`config.mk`:
```
export PLATFORM = sky130hd
export DESIGN_NAME = conv_sched
export DESIGN_NICKNAME = d
export VERILOG_FILES = /design/src/rtl/conv_pkg.sv /design/src/rtl/conv_sched_cnt.sv /design/src/rtl/conv_sched.sv
export SDC_FILE = /design/constraint.sdc
export NUM_CORES = 1
export LEC_CHECK = 0
export BUFFER_PORTS_ARGS = -buffer_cell sky130_fd_sc_hd__buf_2
export CAP_MARGIN = 20
export CELL_PAD_IN_SITES_DETAIL_PLACEMENT = 0
export CELL_PAD_IN_SITES_GLOBAL_PLACEMENT = 1
export CORE_ASPECT_RATIO = 1.25
export CORE_UTILIZATION = 36
export DETAILED_ROUTE_END_ITERATION = 12
export PLACE_DENSITY_LB_ADDON = 0.1
export REMOVE_ABC_BUFFERS = 1
export SLEW_MARGIN = 10
export SYNTH_ARGS = -nofsm -noshare
export SYNTH_HDL_FRONTEND = slang
export SYNTH_HIERARCHICAL = 1
export SYNTH_SLANG_ARGS = --single-unit
```
`constraint.sdc`:
```
create_clock -name clk -period 3.2 [get_ports clk]
set_clock_uncertainty 0.2 [all_clocks]
set_input_delay 0.64 -clock clk [delete_from_list [all_inputs] [get_ports clk]]
set_output_delay 0.64 -clock clk [all_outputs]
set_load 0.02 [all_outputs]
```
`src/rtl/conv_pkg.sv`:
```
// rtl/conv_pkg.sv - shared state encoding and geometry helpers for the convolution sequencer
package conv_pkg;

    typedef enum logic [2:0] {
        LOAD,
        COMPUTE,
        DRAIN,
        OUT,
        CLEAR
    } state_t;

    function automatic int wbits(input int n);
        return (n > 1) ? $clog2(n) : 1;
    endfunction

    function automatic int npts(input int size_x, input int size_f);
        return size_x - size_f + 1;
    endfunction

    function automatic int groups(input int n, input int p);
        return (n + p - 1) / p;
    endfunction

    // Low-bit mask covering the lanes that hold real outputs in the final group
    function automatic logic [31:0] last_mask(input int n, input int p);
        int lanes;
        lanes = n - (groups(n, p) - 1) * p;
        return (32'd1 << lanes) - 32'd1;
    endfunction

endpackage

```
`src/rtl/conv_sched_cnt.sv`:
```
// rtl/conv_sched_cnt.sv - up-counter with clear, enable and terminal-count flag
module conv_sched_cnt #(
    parameter int W = 8
) (
    input  logic         clk,
    input  logic         reset,
    input  logic         clr,
    input  logic         en,
    input  logic [W-1:0] last,
    output logic [W-1:0] count,
    output logic         tc
);

    assign tc = (count == last);

    // Holds at the terminal value; the owner clears it on its state change
    always_ff @(posedge clk) begin
        if (reset || clr) begin
            count <= '0;
        end else if (en && !tc) begin
            count <= count + 1'b1;
        end
    end

endmodule

```
`src/rtl/conv_sched.sv`:
```
// rtl/conv_sched.sv - load/compute/drain/output sequencer for a P-lane 1-D convolution datapath
module conv_sched
    import conv_pkg::*;
#(
    parameter int SIZE_X  = 96,
    parameter int SIZE_F  = 65,
    parameter int P       = 2,
    parameter int MAC_LAT = 3
) (
    input  logic                     clk,
    input  logic                     reset,
    input  logic                     x_valid,
    output logic                     x_ready,
    output logic                     wr_en_x,
    output logic [wbits(SIZE_X)-1:0] addr_x,
    output logic [wbits(SIZE_F)-1:0] tap,
    output logic [wbits(SIZE_F)-1:0] addr_f,
    output logic                     en_acc,
    output logic                     clear_acc,
    output logic [P-1:0]             lane_mask,
    output logic                     y_valid,
    input  logic                     y_ready,
    output logic [wbits(P)-1:0]      y_sel
);

    localparam int AXW   = wbits(SIZE_X);
    localparam int TW    = wbits(SIZE_F);
    localparam int YW    = wbits(P);
    localparam int LTW   = (AXW > TW) ? AXW : TW;
    localparam int DW    = wbits(MAC_LAT + 1);
    localparam int NPTS  = npts(SIZE_X, SIZE_F);
    localparam int G     = groups(NPTS, P);
    localparam int GW    = wbits(G);
    localparam int NLAST = NPTS - (G - 1) * P;
    localparam logic [P-1:0] LMASK = P'(last_mask(NPTS, P));

    state_t state, next_state;

    logic [LTW-1:0] lt_cnt, lt_last;
    logic           lt_tc, lt_clr, lt_en;
    logic [DW-1:0]  drain_cnt_unused;
    logic           drain_tc;
    logic [YW-1:0]  lane_cnt, lane_last;
    logic           lane_tc;
    logic [GW-1:0]  group;
    logic [AXW-1:0] base;
    logic           last_group, hs, group_done;

    assign last_group = (group == GW'(G - 1));
    assign x_ready    = (state == LOAD);
    assign wr_en_x    = x_valid & x_ready;
    assign clear_acc  = (state == LOAD) || (state == CLEAR);
    assign y_valid    = (state == OUT);
    assign y_sel      = lane_cnt;
    assign hs         = y_valid & y_ready;
    assign group_done = hs & lane_tc;
    assign tap        = (state == COMPUTE) ? lt_cnt[TW-1:0] : '0;
    assign addr_f     = tap;
    assign addr_x     = (state == LOAD) ? lt_cnt[AXW-1:0] : base;
    assign lane_mask  = last_group ? LMASK : '1;

    // One counter serves as load address in LOAD and tap index in COMPUTE
    assign lt_last   = (state == LOAD) ? LTW'(SIZE_X - 1) : LTW'(SIZE_F - 1);
    assign lt_en     = wr_en_x || (state == COMPUTE);
    assign lt_clr    = (next_state != state);
    assign lane_last = last_group ? YW'(NLAST - 1) : YW'(P - 1);

    conv_sched_cnt #(.W(LTW)) u_lt_cnt (
        .clk   (clk),
        .reset (reset),
        .clr   (lt_clr),
        .en    (lt_en),
        .last  (lt_last),
        .count (lt_cnt),
        .tc    (lt_tc)
    );

    conv_sched_cnt #(.W(DW)) u_drain_cnt (
        .clk   (clk),
        .reset (reset),
        .clr   (state != DRAIN),
        .en    (state == DRAIN),
        .last  (DW'(MAC_LAT)),
        .count (drain_cnt_unused),
        .tc    (drain_tc)
    );

    conv_sched_cnt #(.W(YW)) u_lane_cnt (
        .clk   (clk),
        .reset (reset),
        .clr   (state != OUT),
        .en    (hs),
        .last  (lane_last),
        .count (lane_cnt),
        .tc    (lane_tc)
    );

    always_comb begin
        next_state = state;
        case (state)
            LOAD:    if (wr_en_x && lt_tc) next_state = COMPUTE;
            COMPUTE: if (lt_tc) next_state = DRAIN;
            DRAIN:   if (drain_tc) next_state = OUT;
            OUT:     if (group_done) next_state = last_group ? LOAD : CLEAR;
            CLEAR:   next_state = COMPUTE;
            default: next_state = LOAD;
        endcase
    end

    always_ff @(posedge clk) begin
        if (reset) begin
            state  <= LOAD;
            en_acc <= 1'b0;
            group  <= '0;
            base   <= '0;
        end else begin
            state  <= next_state;
            en_acc <= (state == COMPUTE);
            if (state == OUT && group_done) begin
                if (last_group) begin
                    group <= '0;
                    base  <= '0;
                end else begin
                    group <= group + 1'b1;
                    base  <= base + AXW'(P);
                end
            end
        end
    end

endmodule
```
==> flow_metrics.tcl, run 1 <==
set metrics [dict create \
    outcome "completed" \
    drc_errors 0 \
    fmax_mhz 343 \
    drt-wirelength-per-cell_um 12.8 \
    maxSlewViolCount 0 \
    ys_warn_count 6 \
    end_kind "flop" \
    via_per_inst 4.87 \
    first_pass_iters 4 \
    die_w_um 62.0 \
    critPathTopFamily "simple AND/OR/NAND/NOR gates" \
    ir_drop_v 0.000194 \
    crit_cells 12 \
    clock_sinks 24 \
    overflow 0 \
    hold_class "flop to flop" \
    place_hpwl_um 2750 \
    clockBufferDepth 2 \
    vias 1374 \
    synthToLayoutAreaGrowth_pct 16.4 \
    path_clk_slew_ns 0.09 \
    r2r_cells 12 \
    antenna_found_initial 0 \
    cts_tree "built" \
    cp_slowest_stage_delay_ns 0.50 \
    cp_slowest_cell "dfxtp_1" \
    grt_pass1_wl_um 5850 \
    final-seq-area_um2 480 \
    synthTopCellsByCount "24 x dfxtp_1, 20 x nand2_1, 13 x and2_1, 12 x a21oi_1, 12 x mux2i_1" \
    htreeDepth 1 \
    period_needed_ns 2.92 \
    setup_violations 0 \
    grt_pass1_vias 1291 \
    nFillCells 438 \
    place_congestion 0.847 \
    fin_util_pct 45.0 \
    grt_setup_unrepaired "false" \
    grt_max_degree 25 \
    io-pin-count 33 \
    drt_iter0_drc 85 \
    fp-row-count 26 \
    fin_crit_sh_pct 91.1 \
    worstPathCellList "nor3_4 -> buf_12 -> xor2_1 -> nor3_2 -> and2_1 -> a21oi_1 -> o32ai_1 -> nor4_1 -> a31oi_1 -> buf_4 -> or3_1 -> mux2i_1" \
    wl_um 3610 \
    ys_ff_latch 24 \
    ys_types 44 \
    cts_hold_buf 0 \
    critical_path_required_ns 3.15 \
    cts-root-buf "clkbuf_8" \
    netlist_area_um2 1620 \
    holdPathStages 2 \
    finalHoldViolations 0 \
    syn_inst 189 \
    die_h_um 77.0 \
    cts_made_buffers 3 \
    yosysMostFrequentCell "dfxtp_1" \
    die_area_um2 4780 \
    ant_nets 0 \
    powerDensity_nw_per_um2 298 \
    nets 234 \
    async_reset_ff_share_pct 0 \
    critPathArrivalTime_ns 2.87 \
    crit_buf_inv 2 \
    synth_edf_count 0 \
    synthTopCellsByArea "dfxtp_1 30%, mux2i_1 7.4%, xor2_1 5.4%" \
    maxCapViolCount 0 \
    n_antenna_cell 0 \
    insertion_delay_ns 0.27 \
    avgSynthCellArea_um2 8.58 \
    holdWs_ns 0.297 \
    critical_path_class "flop to flop" \
    leakage_uw 0.000851 \
    synth_ff_type "dfxtp_1" \
    grtUsageTotal_pct 16.3 \
    multi_input_area_um2 1050 \
    port_buffers 30 \
    ys_seq_area_share_pct 29.6 \
    synth_top_cell_by_area "dfxtp_1" \
    yosys.area.top_type_share_pct 29.6 \
    start_util_pct 38.6 \
    fp.coreArea_um2 4200 \
    path_max_fanout 9 \
    drive_gt1_share_pct 25.7 \
    startpoint_type "flop" \
]
cells by family (layout without fill, tap and decap cells):
kind of cell    Yosys count  after routing  share of synthesized area (%)
other cells               2             13                          0.463
xor+xnor                 11             11                           5.94
fa+ha+maj                 3              3                           2.32
compound gates           28             28                           10.6
buf+inv                  18             44                           8.10
mux                      18             18                           11.6
flops                    24             24                           29.6
simple gates             85             85                           31.4
state kept, by name (all words and copies together), names as in the netlist:
register / count
u_drain_cnt/count: 2
state: 3
u_lane_cnt/count: 1
en_acc: 1
u_lt_cnt/count: 7
base: 6
group: 4
placed cells by master, fill, tap and decap left out, types with 3 or more instances in the layout:
| cell | count |
|---|---|
| and2_1 | 13 |
| ha_1 | 3 |
| dfxtp_1 | 24 |
| a21oi_1 | 12 |
| nand2_1 | 20 |
| mux2_2 | 6 |
| mux2i_1 | 12 |
| inv_1 | 3 |
| o21ai_0 | 4 |
| buf_2 | 30 |
| buf_4 | 5 |
| xor2_1 | 10 |
| conb_1 | 13 |
| nor3_1 | 4 |
| nand2b_1 | 3 |
| a31oi_1 | 3 |
| nand3_1 | 8 |
| clkbuf_8 | 4 |
| nor2_1 | 10 |
| or3_1 | 10 |
path summary, 6_finish.rpt:
path	start	to	slack, ns
min	base[6]	base[6]	0.30
min reg2reg	base[6]	base[6]	0.30
max	state[2]	u_lt_cnt/count[4]	0.28
max reg2reg	state[2]	u_lt_cnt/count[4]	0.28
worst reg2reg max path, stage by stage (launching register included):
cell and delay, ns:
dfxtp_1 0.50, nor3_4 0.08, buf_12 0.14, xor2_1 0.14
nor3_2 0.34, and2_1 0.27, a21oi_1 0.09, o32ai_1 0.31
nor4_1 0.09, a31oi_1 0.26, buf_4 0.19, or3_1 0.11
mux2i_1 0.06
layout make-up:
type / instances / share of cell area, %
multi-input combinational: 158 / 55.8
sequential: 24 / 25.5
timing repair buffer: 36 / 11.0
tap: 56 / 3.71
clock buffer: 4 / 2.92
inverter: 4 / 1.06
layer usage:
metal  global-route usage [%]  share of wire (%)  routed length [µm]
met1                     20.3                 44                1610
met2                     27.8                 53                1900
met3                     2.02                1.8                  65
met4                     5.33                1.0                  37
met5                        0                  0                   0
repair_timing:
| action | in CTS | in global routing |
|---|---|---|
| setup buffers | 0 | 1 |
| endpoints found under the setup margin | 0 | 7 |
| resized for setup | 0 | 1 |
metrics by stage:
| step | TNS (ns) | power (µW) | setup WS [ns] | instance area [µm²] | cells |
|---|---|---|---|---|---|
| 2_1_floorplan | -0.141 | 341 | -0.0256 | 1550 | 186 |
| 4_1_cts | 0 | 569 | 0.248 | 1860 | 281 |
| 6_report | 0 | 561 | 0.284 | 1890 | 282 |
| 3_3_place_gp | 0 | 356 | 0.449 | 1810 | 277 |
| 5_1_grt | 0 | 591 | 0.0408 | 1890 | 282 |
| 3_5_place_dp | 0 | 356 | 0.278 | 1810 | 277 |
power breakdown:
part,internal [µW],total (µW),switching (µW),leakage [µW]
combinational,15.5,43.4,27.9,0.000629
sequential,301,306,4.93,0.000194
clock,110,212,102,0.0000288
Power figures use the tool's default switching activity.
==> run 2, diff against run 1 <==
Settings changed: CORE_UTILIZATION 36 to 40, SETUP_SLACK_MARGIN set to 0.2.
Clock period 3.2 ns to 3.1 ns, I/O delays scaled along.
==> run 2 against run 1 <==
- combinational power is 7.8% higher
- wire length is 0.53% lower
- sequential cell count stayed put
- worst setup slack better by 0.054 ns
- fmax is 5.6% higher
- global-route usage is 1.6 points higher
- clock power hardly changed
==> flow_metrics.tcl, run 2 (synthesis gave the netlist of run 1 again) <==
set metrics [dict create \
    outcome "completed" \
    fmax_mhz 362 \
    via_per_inst 5.11 \
    ir_drop_v 0.000251 \
    place_hpwl_um 2770 \
    pre_cts_ws_ns 0.0447 \
    fp.coreArea_um2 3820 \
    hold_class "flop to flop" \
    grtUsageTotal_pct 17.9 \
    finalHoldViolations 0 \
    port_buffers 30 \
    period_needed_ns 2.76 \
    final_cell_mix "30 x buf_2, 23 x dfxtp_1, 20 x nand2_1" \
    vias 1431 \
    cts_made_buffers 3 \
    largest-register "u_lt_cnt/count" \
    drc_errors 0 \
    critPathArrivalTime_ns 2.76 \
    reg.largest.list "u_lt_cnt/count: 7 flops, base: 6 flops, group: 4 flops" \
    cts-root-buf "clkbuf_8" \
    drt-wirelength-per-cell_um 12.8 \
    nets 234 \
    placed_cell_area_um2 1810 \
    maxCapViolCount 0 \
    first_pass_iters 5 \
    drt_iter0_drc 43 \
    n_antenna_cell 0 \
    multi_input_area_um2 1080 \
    path_clk_slew_ns 0.08 \
    dp.cells 275 \
    setup_violations 0 \
    grt_pass1_wl_um 5720 \
    antenna_found_initial 0 \
    maxSlewViolCount 0 \
    overflow 0 \
    drive_gt1_share_pct 27.9 \
    startpoint_type "flop" \
    fin_util_pct 49.8 \
    grt_max_degree 25 \
    layout.cells.non_filler 280 \
    final_area_um2 1900 \
    leakage_uw 0.000854 \
    nFillCells 390 \
    clock_sinks 24 \
    powerDensity_nw_per_um2 303 \
    wl_um 3590 \
    insertion_delay_ns 0.27 \
    place_congestion 0.837 \
    grt_pass1_vias 1286 \
    end_kind "flop" \
    fp-row-count 25 \
    critical_path_class "flop to flop" \
    io-pin-count 33 \
    start_util_pct 42.5 \
    die_area_um2 4310 \
    htreeDepth 1 \
    die_w_um 59.0 \
    final_common_cell "buf_2" \
    final-seq-area_um2 482 \
    fin_crit_sh_pct 89.1 \
    cts_hold_buf 0 \
    synthToLayoutAreaGrowth_pct 17.2 \
    final.setup.worst_slack_ns 0.339 \
    critical_path_required_ns 3.10 \
    cts_tree "built" \
    grt_setup_unrepaired "false" \
    ant_nets 0 \
    clockBufferDepth 2 \
    die_h_um 73.2 \
    path_max_fanout 8 \
    largest_register_ffs 7 \
    power_uw 575 \
]
run 2: path summary, 6_finish.rpt:
check                start                end  slack (ns)  cells after the start
hold reg to reg   group[1]           group[1]        0.30                      2
hold / removal    group[1]           group[1]        0.30                      2
setup reg to reg  state[2]  u_lt_cnt/count[4]        0.34                     11
setup / recovery  state[2]  u_lt_cnt/count[4]        0.34                     11
run 2: timing repair:
action | 4_1_cts | 5_1_grt
gates resized for setup | 3 | 4
setup endpoints to repair | 7 | 7
buffers inserted | 1 | 0
pin swaps | 1 | 0
run 2: metrics by stage:
step	setup TNS, ns	hold slack, ns
after floorplan	-0.841	0.250
after global placement	0	0.275
after detailed placement	0	0.288
after CTS	0	0.301
after global routing	0	0.329
final	0	0.303
run 2: where the power goes:
part,switching (µW),internal (µW)
Clock,99.5,113
Combinational,29.8,17.0
Sequential,4.91,311
Total,134,441
run 2: critical path: stages (launching register included):
cell and delay, ns:
dfxtp_2 0.38, nor3_4 0.18, buf_4 0.17, xor2_1 0.27, nor4_4 0.09, and2_4 0.18
a21oi_1 0.16, o32ai_2 0.11, nor4_2 0.28, a31oi_2 0.13, or3_1 0.39, mux2i_1 0.13
run 2: routing by layer:
metal	track usage [%]	share of wire, %
met2	33.2	52
met4	8.73	3.2
met1	19.4	42
met5	0	0
met3	2.48	3.2
run 2: final cells by class:
cell class / instances / area share [%]
tap: 54 / 3.55
timing repair buffer: 36 / 10.3
multi-input combinational: 158 / 56.9
inverter: 4 / 1.05
clock buffer: 4 / 2.90
sequential: 24 / 25.3
==> run 3, diff against run 2 <==
Settings changed: REMOVE_ABC_BUFFERS 1 to not set.
==> run 3 against run 2 <==
- highest routed layer unchanged
- cell count rose by 1.1%
- first-iteration DRC count fell by 4.7%
- fmax rose by 3.7%
==> flow_metrics.tcl, run 3 (synthesis gave the netlist of run 1 again) <==
set metrics [dict create \
    die_area_um2 4310 \
    drt_iter0_drc 41 \
    vias 1411 \
    reg.largest.list "u_lt_cnt/count: 7 flops, base: 6 flops, group: 4 flops" \
    critical_path_class "flop to flop" \
    n_antenna_cell 0 \
    largest_register_ffs 7 \
    place_hpwl_um 2720 \
    drive_gt1_share_pct 29.7 \
    cts_made_buffers 3 \
    finalHoldViolations 0 \
    final_common_cell "buf_2" \
    maxSlewViolCount 0 \
    final_cell_mix "30 x buf_2, 24 x dfxtp_1, 20 x nand2_1" \
    die_h_um 73.2 \
    largest-register "u_lt_cnt/count" \
    rr_endpoint "u_lt_cnt/count[2]" \
    htreeDepth 1 \
    die_w_um 59.0 \
    insertion_delay_ns 0.26 \
    via_per_inst 4.99 \
    ant_nets 0 \
    reg2reg_from "state[0]" \
    place_congestion 0.827 \
    period_needed_ns 2.66 \
    fmax_mhz 375 \
    startpoint_type "flop" \
    clock_sinks 24 \
    outcome "completed" \
    r2r_slack_ns 0.44 \
    synthToLayoutAreaGrowth_pct 20.1 \
    cts_hold_buf 0 \
    holdCritStartpoint "base[6]" \
    cts_tree "built" \
    placed_cell_area_um2 1850 \
    port_buffers 30 \
    cts-root-buf "clkbuf_8" \
    final_area_um2 1950 \
    antenna_found_initial 0 \
    hold_class "flop to flop" \
    topRoutingLayerUsed "met4" \
    grt_max_degree 25 \
    overflow 0 \
    fin_crit_sh_pct 85.9 \
    powerDensity_nw_per_um2 295 \
    wl_met2_um 1840 \
    min_to "base[6]" \
    drt-wirelength-per-cell_um 12.4 \
    r2r_cells 12 \
    fp.coreArea_um2 3820 \
    wl_met1_um 1490 \
    first_pass_iters 4 \
    io-pin-count 33 \
    grt_pass1_wl_um 5630 \
    grt_setup_unrepaired "false" \
    leakage_uw 0.000873 \
    critical_path_required_ns 3.06 \
    grt_pass1_vias 1329 \
    path_clk_slew_ns 0.08 \
    clockBufferDepth 2 \
    drc_errors 0 \
    nets 237 \
    grtUsageTotal_pct 17.0 \
    fin_util_pct 51.0 \
    critPathArrivalTime_ns 2.62 \
    maxCapViolCount 0 \
    end_kind "flop" \
    start_util_pct 42.5 \
    nFillCells 385 \
    wl_um 3500 \
    path_max_fanout 8 \
    fp-row-count 25 \
    setup_violations 0 \
    ir_drop_v 0.000163 \
    wl_met3_um 119 \
    holdPathStages 2 \
]
## run 3: per-layer routing
metal,up-vias,global-route usage [%]
met5,-,0
met4,0,8.99
met3,4,2.13
met2,34,29.9
met1,651,19.7
li1,722,-
## run 3: repair_timing
item                       4_1_cts  5_1_grt
resized for setup                0        2
pin swaps                        1        1
gates cloned                     0        0
setup buffers                    2        0
setup endpoints to repair        7        7
## run 3: critical path: stages (launching register included)
cell	delay (ns)
dfxtp_1	0.34
nor3_4	0.22
buf_12	0.15
xor2_2	0.08
nor4_4	0.31
and2_4	0.21
a21oi_2	0.06
o32ai_2	0.30
nor4_2	0.09
a31oi_2	0.30
nor2_2	0.14
nand2_1	0.09
mux2i_1	0.07
## run 3: where the power goes
group	switching, µW	internal, µW
combinational	29.2	17.5
clock	98.9	113
sequential	5.43	311
## run 3: layout make-up
cell class              count  area [µm²]  area share, %
multi-input cells         158        1090           56.2
inverters                   4        20.0           1.03
repair buffers             39         230           11.8
well taps                  54        67.6           3.47
flip-flops and latches     24         480           24.7
clock buffers               4        55.1           2.83
## run 3: stage by stage
step	total power (µW)	hold WS (ns)	setup slack [ns]	setup TNS (ns)	std cells
after floorplan	358	0.256	-0.0388	-0.234	200
after global placement	370	0.275	0.290	0	277
after detailed placement	370	0.292	0.136	0	277
after CTS	586	0.306	0.302	0	283
after global routing	600	0.330	0.235	0	283
final	575	0.303	0.436	0	283
## run 3: worst max-delay path by stage
stage / endpoint / from / cells after the start / slack (ns)
6_report: u_lt_cnt/count[2] / state[0] / 12 / 0.44
5_1_grt: u_lt_cnt/count[4] / state[1] / 12 / 0.24
4_1_cts: u_lt_cnt/count[1] / state[0] / 12 / 0.30
3_5_place_dp: u_lt_cnt/count[1] / state[2] / 11 / 0.14
3_3_place_gp: u_lt_cnt/count[1] / state[2] / 11 / 0.29
2_1_floorplan: u_lt_cnt/count[1] / state[2] / 12 / -0.04
